### config.mk
export PLATFORM = sky130hd
export DESIGN_NAME = stonyman_sensor_model_adc_serial_tx
export DESIGN_NICKNAME = d
export VERILOG_FILES = /design/src/rtl/stonyman_sensor_model_pkg.sv /design/src/rtl/stonyman_sensor_model_adc_serial_tx.sv
export SDC_FILE = /design/constraint.sdc
export NUM_CORES = 1
export LEC_CHECK = 0
export ABC_CLOCK_PERIOD_IN_PS = 2400
export CORE_UTILIZATION = 56
export CTS_BUF_LIST = sky130_fd_sc_hd__clkbuf_4
export DETAILED_ROUTE_END_ITERATION = 16
export PLACE_DENSITY_LB_ADDON = 0.15
export SYNTH_ARGS = -nofsm -noshare
export SYNTH_HDL_FRONTEND = slang
export SYNTH_SLANG_ARGS = --single-unit
### constraint.sdc
create_clock -name clk -period 2.4 [get_ports clk]
set_clock_uncertainty 0.15 [all_clocks]
set_input_delay 0.48 -clock clk [delete_from_list [all_inputs] [get_ports clk]]
set_output_delay 0.48 -clock clk [all_outputs]
set_load 0.02 [all_outputs]
### src/rtl/stonyman_sensor_model_pkg.sv
// Shared imager definitions: register map, ADC framing and the test-pattern pixel generator.
package stonyman_sensor_model_pkg;

    localparam int NUM_REGS       = 8;
    localparam int ADC_FRAME_BITS = 16;
    localparam int ADC_DATA_BITS  = 12;

    localparam logic [2:0] REG_COLSEL = 3'd0;
    localparam logic [2:0] REG_ROWSEL = 3'd1;
    localparam logic [2:0] REG_VSW    = 3'd2;
    localparam logic [2:0] REG_HSW    = 3'd3;
    localparam logic [2:0] REG_VREF   = 3'd4;
    localparam logic [2:0] REG_CONFIG = 3'd5;
    localparam logic [2:0] REG_NBIAS  = 3'd6;
    localparam logic [2:0] REG_AOBIAS = 3'd7;

    typedef enum logic [1:0] {
        ADC_IDLE  = 2'd0,
        ADC_SHIFT = 2'd1,
        ADC_DONE  = 2'd2
    } adc_state_t;

    // Deterministic pixel so the capture path can be checked without a real sensor.
    function automatic logic [ADC_DATA_BITS-1:0] pixel_value(
        input int                       pattern,
        input logic [ADC_DATA_BITS-1:0] const_value,
        input logic [7:0]               row,
        input logic [7:0]               col
    );
        logic [ADC_DATA_BITS-1:0] sum;
        sum = {4'b0000, row} + {4'b0000, col};
        case (pattern)
            0:       return {row[5:0], col[5:0]};
            1:       return sum << 4;
            default: return const_value;
        endcase
    endfunction

endpackage

### src/rtl/stonyman_sensor_model_adc_serial_tx.sv
// Serial ADC emulation: latches a pixel on cs_n fall and shifts 16 bits out MSB first on sclk falls.
module stonyman_sensor_model_adc_serial_tx
    import stonyman_sensor_model_pkg::*;
(
    input  logic                     clk,
    input  logic                     reset,
    input  logic                     cs_n,
    input  logic                     sclk,
    input  logic [ADC_DATA_BITS-1:0] pixel,
    output logic                     sdata,
    output logic [15:0]              sample_count,
    output logic                     protocol_error
);

    logic       cs_d1_reg, cs_d2_reg, sclk_d1_reg, sclk_d2_reg;
    logic       cs_fall, cs_rise, sclk_fall;

    adc_state_t                state_reg, state_next;
    logic [ADC_FRAME_BITS-1:0] shift_reg, shift_next;
    logic [3:0]                index_reg, index_next;
    logic [4:0]                fall_cnt_reg, fall_cnt_next;
    logic [15:0]               sample_count_reg, sample_count_next;
    logic                      protocol_error_reg, protocol_error_next;

    assign cs_fall   =  cs_d2_reg & ~cs_d1_reg;
    assign cs_rise   = ~cs_d2_reg &  cs_d1_reg;
    assign sclk_fall =  sclk_d2_reg & ~sclk_d1_reg;

    always_ff @(posedge clk or posedge reset) begin
        if (reset) begin
            cs_d1_reg          <= 1'b1;
            cs_d2_reg          <= 1'b1;
            sclk_d1_reg        <= 1'b1;
            sclk_d2_reg        <= 1'b1;
            state_reg          <= ADC_IDLE;
            shift_reg          <= '0;
            index_reg          <= '0;
            fall_cnt_reg       <= '0;
            sample_count_reg   <= '0;
            protocol_error_reg <= 1'b0;
        end else begin
            cs_d1_reg          <= cs_n;
            cs_d2_reg          <= cs_d1_reg;
            sclk_d1_reg        <= sclk;
            sclk_d2_reg        <= sclk_d1_reg;
            state_reg          <= state_next;
            shift_reg          <= shift_next;
            index_reg          <= index_next;
            fall_cnt_reg       <= fall_cnt_next;
            sample_count_reg   <= sample_count_next;
            protocol_error_reg <= protocol_error_next;
        end
    end

    always_comb begin
        state_next          = state_reg;
        shift_next          = shift_reg;
        index_next          = index_reg;
        fall_cnt_next       = fall_cnt_reg;
        sample_count_next   = sample_count_reg;
        protocol_error_next = protocol_error_reg;
        sdata               = 1'b0;
        case (state_reg)
            ADC_IDLE: begin
                if (cs_fall) begin
                    state_next    = ADC_SHIFT;
                    shift_next    = {{(ADC_FRAME_BITS-ADC_DATA_BITS){1'b0}}, pixel};
                    index_next    = 4'(ADC_FRAME_BITS - 1);
                    fall_cnt_next = '0;
                end
            end
            ADC_SHIFT, ADC_DONE: begin
                if (state_reg == ADC_SHIFT) sdata = shift_reg[index_reg];
                // cs_n rising wins over a coincident sclk fall.
                if (cs_rise) begin
                    state_next = ADC_IDLE;
                    if (fall_cnt_reg == 5'(ADC_FRAME_BITS))
                        sample_count_next = sample_count_reg + 16'd1;
                    else
                        protocol_error_next = 1'b1;
                end else if (sclk_fall && fall_cnt_reg != 5'd31) begin
                    // Extra falls in DONE still count so an overlong frame is flagged.
                    fall_cnt_next = fall_cnt_reg + 5'd1;
                    if (state_reg == ADC_SHIFT) begin
                        index_next = index_reg - 4'd1;
                        if (fall_cnt_reg == 5'(ADC_FRAME_BITS - 1)) state_next = ADC_DONE;
                    end
                end
            end
            default: state_next = ADC_IDLE;
        endcase
    end

    assign sample_count   = sample_count_reg;
    assign protocol_error = protocol_error_reg;

endmodule

==> results by group, run 1 <==
Logic synthesis
  • Top_reg_cell synth: dfrtp_1
  • EDFF count, synth: 0
  • Largest family of logic cells by synthesized area: simple AND/OR/NAND/NOR gates
  • FFs w/ async S/R, synth: 1.00
  • Yosys cell types: 42
  • Area share of fa/ha/maj cells after synthesis: 0.0505
  • Sequential-to-total area share from yosys stat: 0.496
  • Syn Std Cell Area: 2230 um2
  • Synth Area in Compound Gates: 0.0639
  • Net Count, Synth: 221
  • Xor-xnor portion of the synthesized cell area: 0.0589
  • Synth Register Bits: 44
  • Avg Inst Size Synth: 11.4 um2
  • Post-synthesis simple-gate area fraction: 0.181
  • Cell count after synthesis: 196
  • Syn. warnings: 0
  • Mux contribution to synthesized area: 0.113

Min path
  • Worst Hold Class: register to register
  • WHS Endpoint: sclk_d2_reg
  • Hold depth: 0
  • HP Start: sclk_d1_reg

Timing
  • Min cycle time layout: 2.43 ns
  • Fin Setup TNS: -0.0347 ns
  • Final WS setup: -0.0347 ns
  • Final Hold Fails: 0
  • # setup viols final: 1
  • Slew of the pin with the lowest slew margin: 0.537 ns
  • Max Clk Rate: 0.411 GHz
  • Hold WS: 0.223 ns
  • Max-slew violations: 0
  • Unrepaired setup endpoints after global routing: yes
  • Slew margin rel.: 0.642
  • Fin crit share: 1.01

Setup path
  • Crit-path cells: mux2i_1, and3_1, o41ai_1, and3_1, buf_6
  • Reg2Reg Setup Slack: 0.13 ns
  • Critical path's largest stage delay: 0.48 ns
  • Crit path top cell by count: and3_1
  • CP top delay family: flip-flops
  • Critical Path Fanout Max: 6
  • CP startpoint kind: register
  • CP Class: register to output port
  • Reg-to-reg endpoint: fall_cnt_reg[0]
  • Arr. time, crit path: 1.80 ns
  • Critical-path top delay cell: dfrtp_2
  • WP buf/inv: 1
  • Required @ worst endpoint: 1.77 ns
  • RR Startpoint: fall_cnt_reg[0]
  • Worst R2R Path Depth: 8
  • Setup crit end kind: output port

Run status
  • Failing checks: negative setup slack
  • Status: finished with violations

GRT
  • Initial antenna violation count: 0
  • First-pass GRT wire length: 7510 um
  • Largest net degree at the start of global routing: 45
  • Grt ovf: 0
  • Vias in the first global route: 1658
  • Total GRT Usage: 0.237

Power
  • Switching power: 665 uW
  • Clock share of power: 0.215
  • Switching share of power: 0.310
  • Pwr dens: 782 nW/um2
  • Pleak: 0.00127 uW
  • Max VDD drop: 430 uV
  • Int Power: 1480 uW
  • Combinational share of power: 0.308
  • Flop pwr share: 0.477

Clock network
  • Post-CTS Hold Fix Bufs: 0
  • # clock sinks: 44
  • TritonCTS Buffers: 5
  • Clk root buf: clkbuf_4
  • CTS max path bufs: 2
  • CTS tree: built
  • H-tree depth: 2
  • Clk_lat worst skew: 0.37 ns
  • Clock slew at reported path FFs: 0.13 ns

Detailed routing
  • Routed WL: 4350 um
  • Detailed-route via count: 1583
  • 1st-iter DRT viols: 58
  • DR vias/cell: 5.50
  • # DRC: 0
  • Antenna-violating nets left: 0
  • Routed len/inst: 15.1 um
  • TritonRoute pass-1 iters: 4

Floorplan
  • Die Ht: 65.1 um
  • Cell Rows: 22
  • Die area: 4240 um2
  • Core area: 3740 um2
  • Initial Util: 0.596
  • Die width: 65.1 um
  • IO Pins: 34

Layout
  • Core Util, Final: 0.731
  • Filler cells: 290
  • Commonest non-fill, non-tap cell in the layout: dfrtp_1
  • Finished Layout Cells: 288
  • Area Growth Syn to Fin: 22.7%
  • Max reg flops: 16
  • Layout cells sized above 1: 0.179
  • Commonest cells after routing, fill and taps aside: dfrtp_1, clkdlybuf4s50_1, inv_1, mux2_2, nor2_1
  • Finished Cell Area: 2740 um2
  • # diodes: 0
  • Final net count: 264

Placement
  • GPL Wtd Cong: 0.835
  • Placed cell area: 2640 um2
  • Dpl hpwl: 3230 um
  • Port Buffers: 33
  • Post-placement cell count: 279

Run
  • Max-cap check violation count: 0
-- through the flow --
step | setup WS, ns | total power (uW)
after floorplan | 0.219 | 1480
after global placement | -0.0765 | 1620
after detailed placement | -0.110 | 1670
after CTS | -0.0549 | 2130
after global routing | -0.113 | 2280
final | -0.0347 | 2140
-- area by class of cell --
class	instances	area, um2	share of cell area
clock inverter	3	42.5	0.0155
sequential	44	1110	0.405
tap	48	60.1	0.0219
clock buffer	5	37.5	0.0137
inverter	15	56.3	0.0206
timing repair buffer	40	384	0.140
multi-input combinational	133	1050	0.383
-- power groups by stage --
stage / Clock, uW / Sequential [uW] / Combinational (uW)
final: 460 / 1020 / 660
after global routing: 495 / 1040 / 737
after CTS: 472 / 1020 / 638
after detailed placement: 0 / 1040 / 633
after global placement: 0 / 1020 / 602
after floorplan: 0 / 979 / 504
-- kinds of logic after synthesis --
group	after synthesis
AND/OR/NAND/NOR	69
buffers and inverters	19
multiplexers	21
adder cells (fa/ha/maj)	9
flip-flops	44
XOR/XNOR	15
AO/OA/AOI/OAI	19
-- cell usage after synthesis (5+ instances only) --
cell type	count	area share
xor2_1	8	0.031
mux2i_1	5	0.022
nand2_1	8	0.013
nor2_1	12	0.020
xnor2_1	7	0.027
nor3_1	8	0.018
mux2_2	14	0.071
nand3_1	6	0.013
inv_1	15	0.025
ha_1	9	0.050
nand2b_1	6	0.017
dfrtp_1	40	0.45
-- worst register-to-register path, delay by kind of cell (launching register included) --
| kind | cells | cell delay, ns |
|---|---|---|
| AND/OR/NAND/NOR | 3 | 0.63 |
| flip-flops | 1 | 0.42 |
| adder cells (fa/ha/maj) | 2 | 0.41 |
| multiplexers | 1 | 0.27 |
| buffers and inverters | 1 | 0.16 |
| AO/OA/AOI/OAI | 1 | 0.14 |
-- layer usage --
| layer | global-route usage | part of all wire |
|---|---|---|
| met2 | 0.385 | 0.49 |
| met5 | 0 | 0 |
| met3 | 0.0486 | 0.043 |
| met4 | 0.0924 | 0.0096 |
| met1 | 0.312 | 0.45 |
-- how the worst max path moves through the flow --
stage,startpoint,to,slack [ns],cells past startpoint
2_1_floorplan,fall_cnt_reg[0],index_reg[3],0.22,7
5_1_grt,index_reg[0],sdata,-0.11,5
4_1_cts,index_reg[0],sdata,-0.05,5
3_5_place_dp,index_reg[0],sdata,-0.11,5
3_3_place_gp,index_reg[0],sdata,-0.08,5
6_report,index_reg[0],sdata,-0.03,5
-- what timing repair did --
action | CTS | global route
pin swaps | 2 | 2
setup buffers | 0 | 1
hold endpoints to repair | 0 | 0
setup endpoints to repair | 1 | 3
gates resized for setup | 7 | 4
No activity file was read; power rests on OpenSTA's default activity.
==> run 2: changes to the inputs <==
- CORE_ASPECT_RATIO: not set -> 0.8
- SLEW_MARGIN: not set -> 5
==> results by group, run 2 (synthesis gave the netlist of run 1 again) <==
Placement
  • Dpl hpwl: 3310 um (+2.6%)
  • GPL Wtd Cong: 0.841 (+0.74%)
  • Port Buffers: 33 (unchanged)
  • Placed cell area: 2640 um2 (about the same)

Detailed routing
  • Routed WL: 4470 um (+2.6%)
  • 1st-iter DRT viols: 88 (+52%)
  • Detailed-route via count: 1607 (+1.5%)
  • DR vias/cell: 5.48 (-0.22%)
  • TritonRoute pass-1 iters: 4 (unchanged)
  • Routed len/inst: 15.2 um (+0.89%)
  • Antenna-violating nets left: 0 (unchanged)
  • # DRC: 0 (unchanged)

Timing
  • Hold WS: 0.246 ns (+0.0235 ns)
  • Final Hold Fails: 0 (unchanged)
  • Fin crit share: 1.02 (+0.00405)
  • Min cycle time layout: 2.44 ns (+0.00973 ns)
  • Max Clk Rate: 0.409 GHz (-0.40%)
  • Final WS setup: -0.0444 ns (-0.00973 ns)
  • # setup viols final: 1 (unchanged)
  • Fin Setup TNS: -0.0444 ns (-0.00973 ns)
  • Slew margin rel.: 0.639 (-0.00304)
  • Max-slew violations: 0 (unchanged)
  • Slew of the pin with the lowest slew margin: 0.541 ns (+0.00455 ns)
  • Unrepaired setup endpoints after global routing: yes

Power
  • Switching power: 677 uW (+1.9%)
  • Int Power: 1470 uW (-0.39%)
  • Pwr dens: 781 nW/um2 (-0.14%)
  • Max VDD drop: 645 uV (+50%)
  • Clock share of power: 0.220 (+0.005)
  • Switching share of power: 0.315 (+0.00487)
  • Pleak: 0.00126 uW (-0.69%)
  • Tot Pwr: 2150 uW (+0.32%)
  • Flop pwr share: 0.478 (about the same)
  • Combinational share of power: 0.301 (-0.007)

Min path
  • Worst Hold Class: register to register
  • Hold depth: 0 (unchanged)
  • HP Start: sclk_d1_reg

GRT
  • Largest net degree at the start of global routing: 45 (unchanged)
  • Grt ovf: 0 (unchanged)
  • Total GRT Usage: 0.237 (about the same)
  • Vias in the first global route: 1683 (+1.5%)
  • First-pass GRT wire length: 7570 um (+0.73%)
  • Initial antenna violation count: 0 (unchanged)

Floorplan
  • Die area: 4240 um2 (about the same)
  • Die width: 72.6 um (+11%)
  • Initial Util: 0.587 (-0.00941)
  • IO Pins: 34 (unchanged)
  • Core area: 3800 um2 (+1.6%)
  • Cell Rows: 20 (-9.1%)
  • Die Ht: 58.5 um (-10%)

Clock network
  • Clk root buf: clkbuf_4
  • H-tree depth: 2 (unchanged)
  • # clock sinks: 44 (unchanged)
  • Post-CTS Setup Bufs: 0 (unchanged)
  • CTS max path bufs: 2 (unchanged)
  • Clock slew at reported path FFs: 0.13 ns (about the same)
  • Clk_lat worst skew: 0.35 ns (-0.02 ns)
  • TritonCTS Buffers: 5 (unchanged)
  • CTS tree: built

Layout
  • Layout cells sized above 1: 0.185 (+0.00571)
  • Area Growth Syn to Fin: 23.2%
  • Filler cells: 277 (-4.5%)
  • Final net count: 262 (-0.76%)
  • Finished Cell Area: 2750 um2 (+0.46%)
  • Commonest cells after routing, fill and taps aside: dfrtp_1, clkdlybuf4s50_1, inv_1, mux2_2, nor2_1
  • Commonest non-fill, non-tap cell in the layout: dfrtp_1
  • Core Util, Final: 0.723 (-0.00825)
  • # diodes: 0 (unchanged)
  • Max reg flops: 16 (unchanged)

Setup path
  • CP startpoint kind: register
  • Required @ worst endpoint: 1.77 ns (about the same)
  • RR Startpoint: fall_cnt_reg[1]
  • Arr. time, crit path: 1.81 ns (about the same)
  • CP Class: register to output port
  • Critical Path Fanout Max: 6 (unchanged)
  • Worst R2R Path Depth: 8 (unchanged)
  • Setup crit end kind: output port
  • Crit path from: index_reg[0]

Run status
  • Status: finished with violations
  • Failing checks: negative setup slack

Run
  • Max-cap check violation count: 0 (unchanged)
[run 2: cell type report]
type,count,area (um2),share of cell area
clock buffers,5,37.5,0.0137
flip-flops and latches,44,1110,0.403
repair buffers,38,369,0.134
well taps,55,68.8,0.0250
multi-input cells,133,1060,0.387
inverters,15,56.3,0.0205
clock inverters,3,46.3,0.0168
[run 2: stage by stage]
stage          std cells  worst slack, ns
4_1_cts              293          -0.0885
3_3_place_gp         285          -0.0816
6_report             293          -0.0444
3_5_place_dp         285           -0.164
5_1_grt              293           -0.144
2_1_floorplan        196            0.219
[run 2: routing by layer]
layer  routed length [um]  track usage  up-vias
met5                    0            0        -
met4                   44       0.0756        0
met3                  148       0.0651        6
met2                 2350        0.426       37
met1                 1930        0.277      792
li1                     -            -      772
[run 2: final timing paths]
path                               endpoint  slack [ns]
min in group asynchronous  sample_count[15]        0.40
setup reg to reg            fall_cnt_reg[0]        0.07
setup / recovery                      sdata       -0.04
hold / removal                  sclk_d2_reg        0.25
max in group asynchronous      index_reg[0]        1.30
hold reg to reg                 sclk_d2_reg        0.25
[run 2: critical path, stage by stage, from the launching register on]
cell and delay, ns:
dfrtp_2 0.46, mux4_2 0.53, nor2_2 0.12, o41ai_2 0.06, and3_1 0.17, buf_6 0.13
[run 2: what timing repair did]
action	CTS	global route
setup endpoints to repair	1	6
gates resized for setup	7	8
pin swaps	2	2
hold buffers	0	0
[run 2: power groups by stage]
stage                     clock network [uW]  registers (uW)  logic, uW
final                                    473            1030        647
after global routing                     523            1050        709
after CTS                                490            1020        626
after detailed placement                   0            1040        623
after global placement                     0            1020        585
after floorplan                            0             979        504
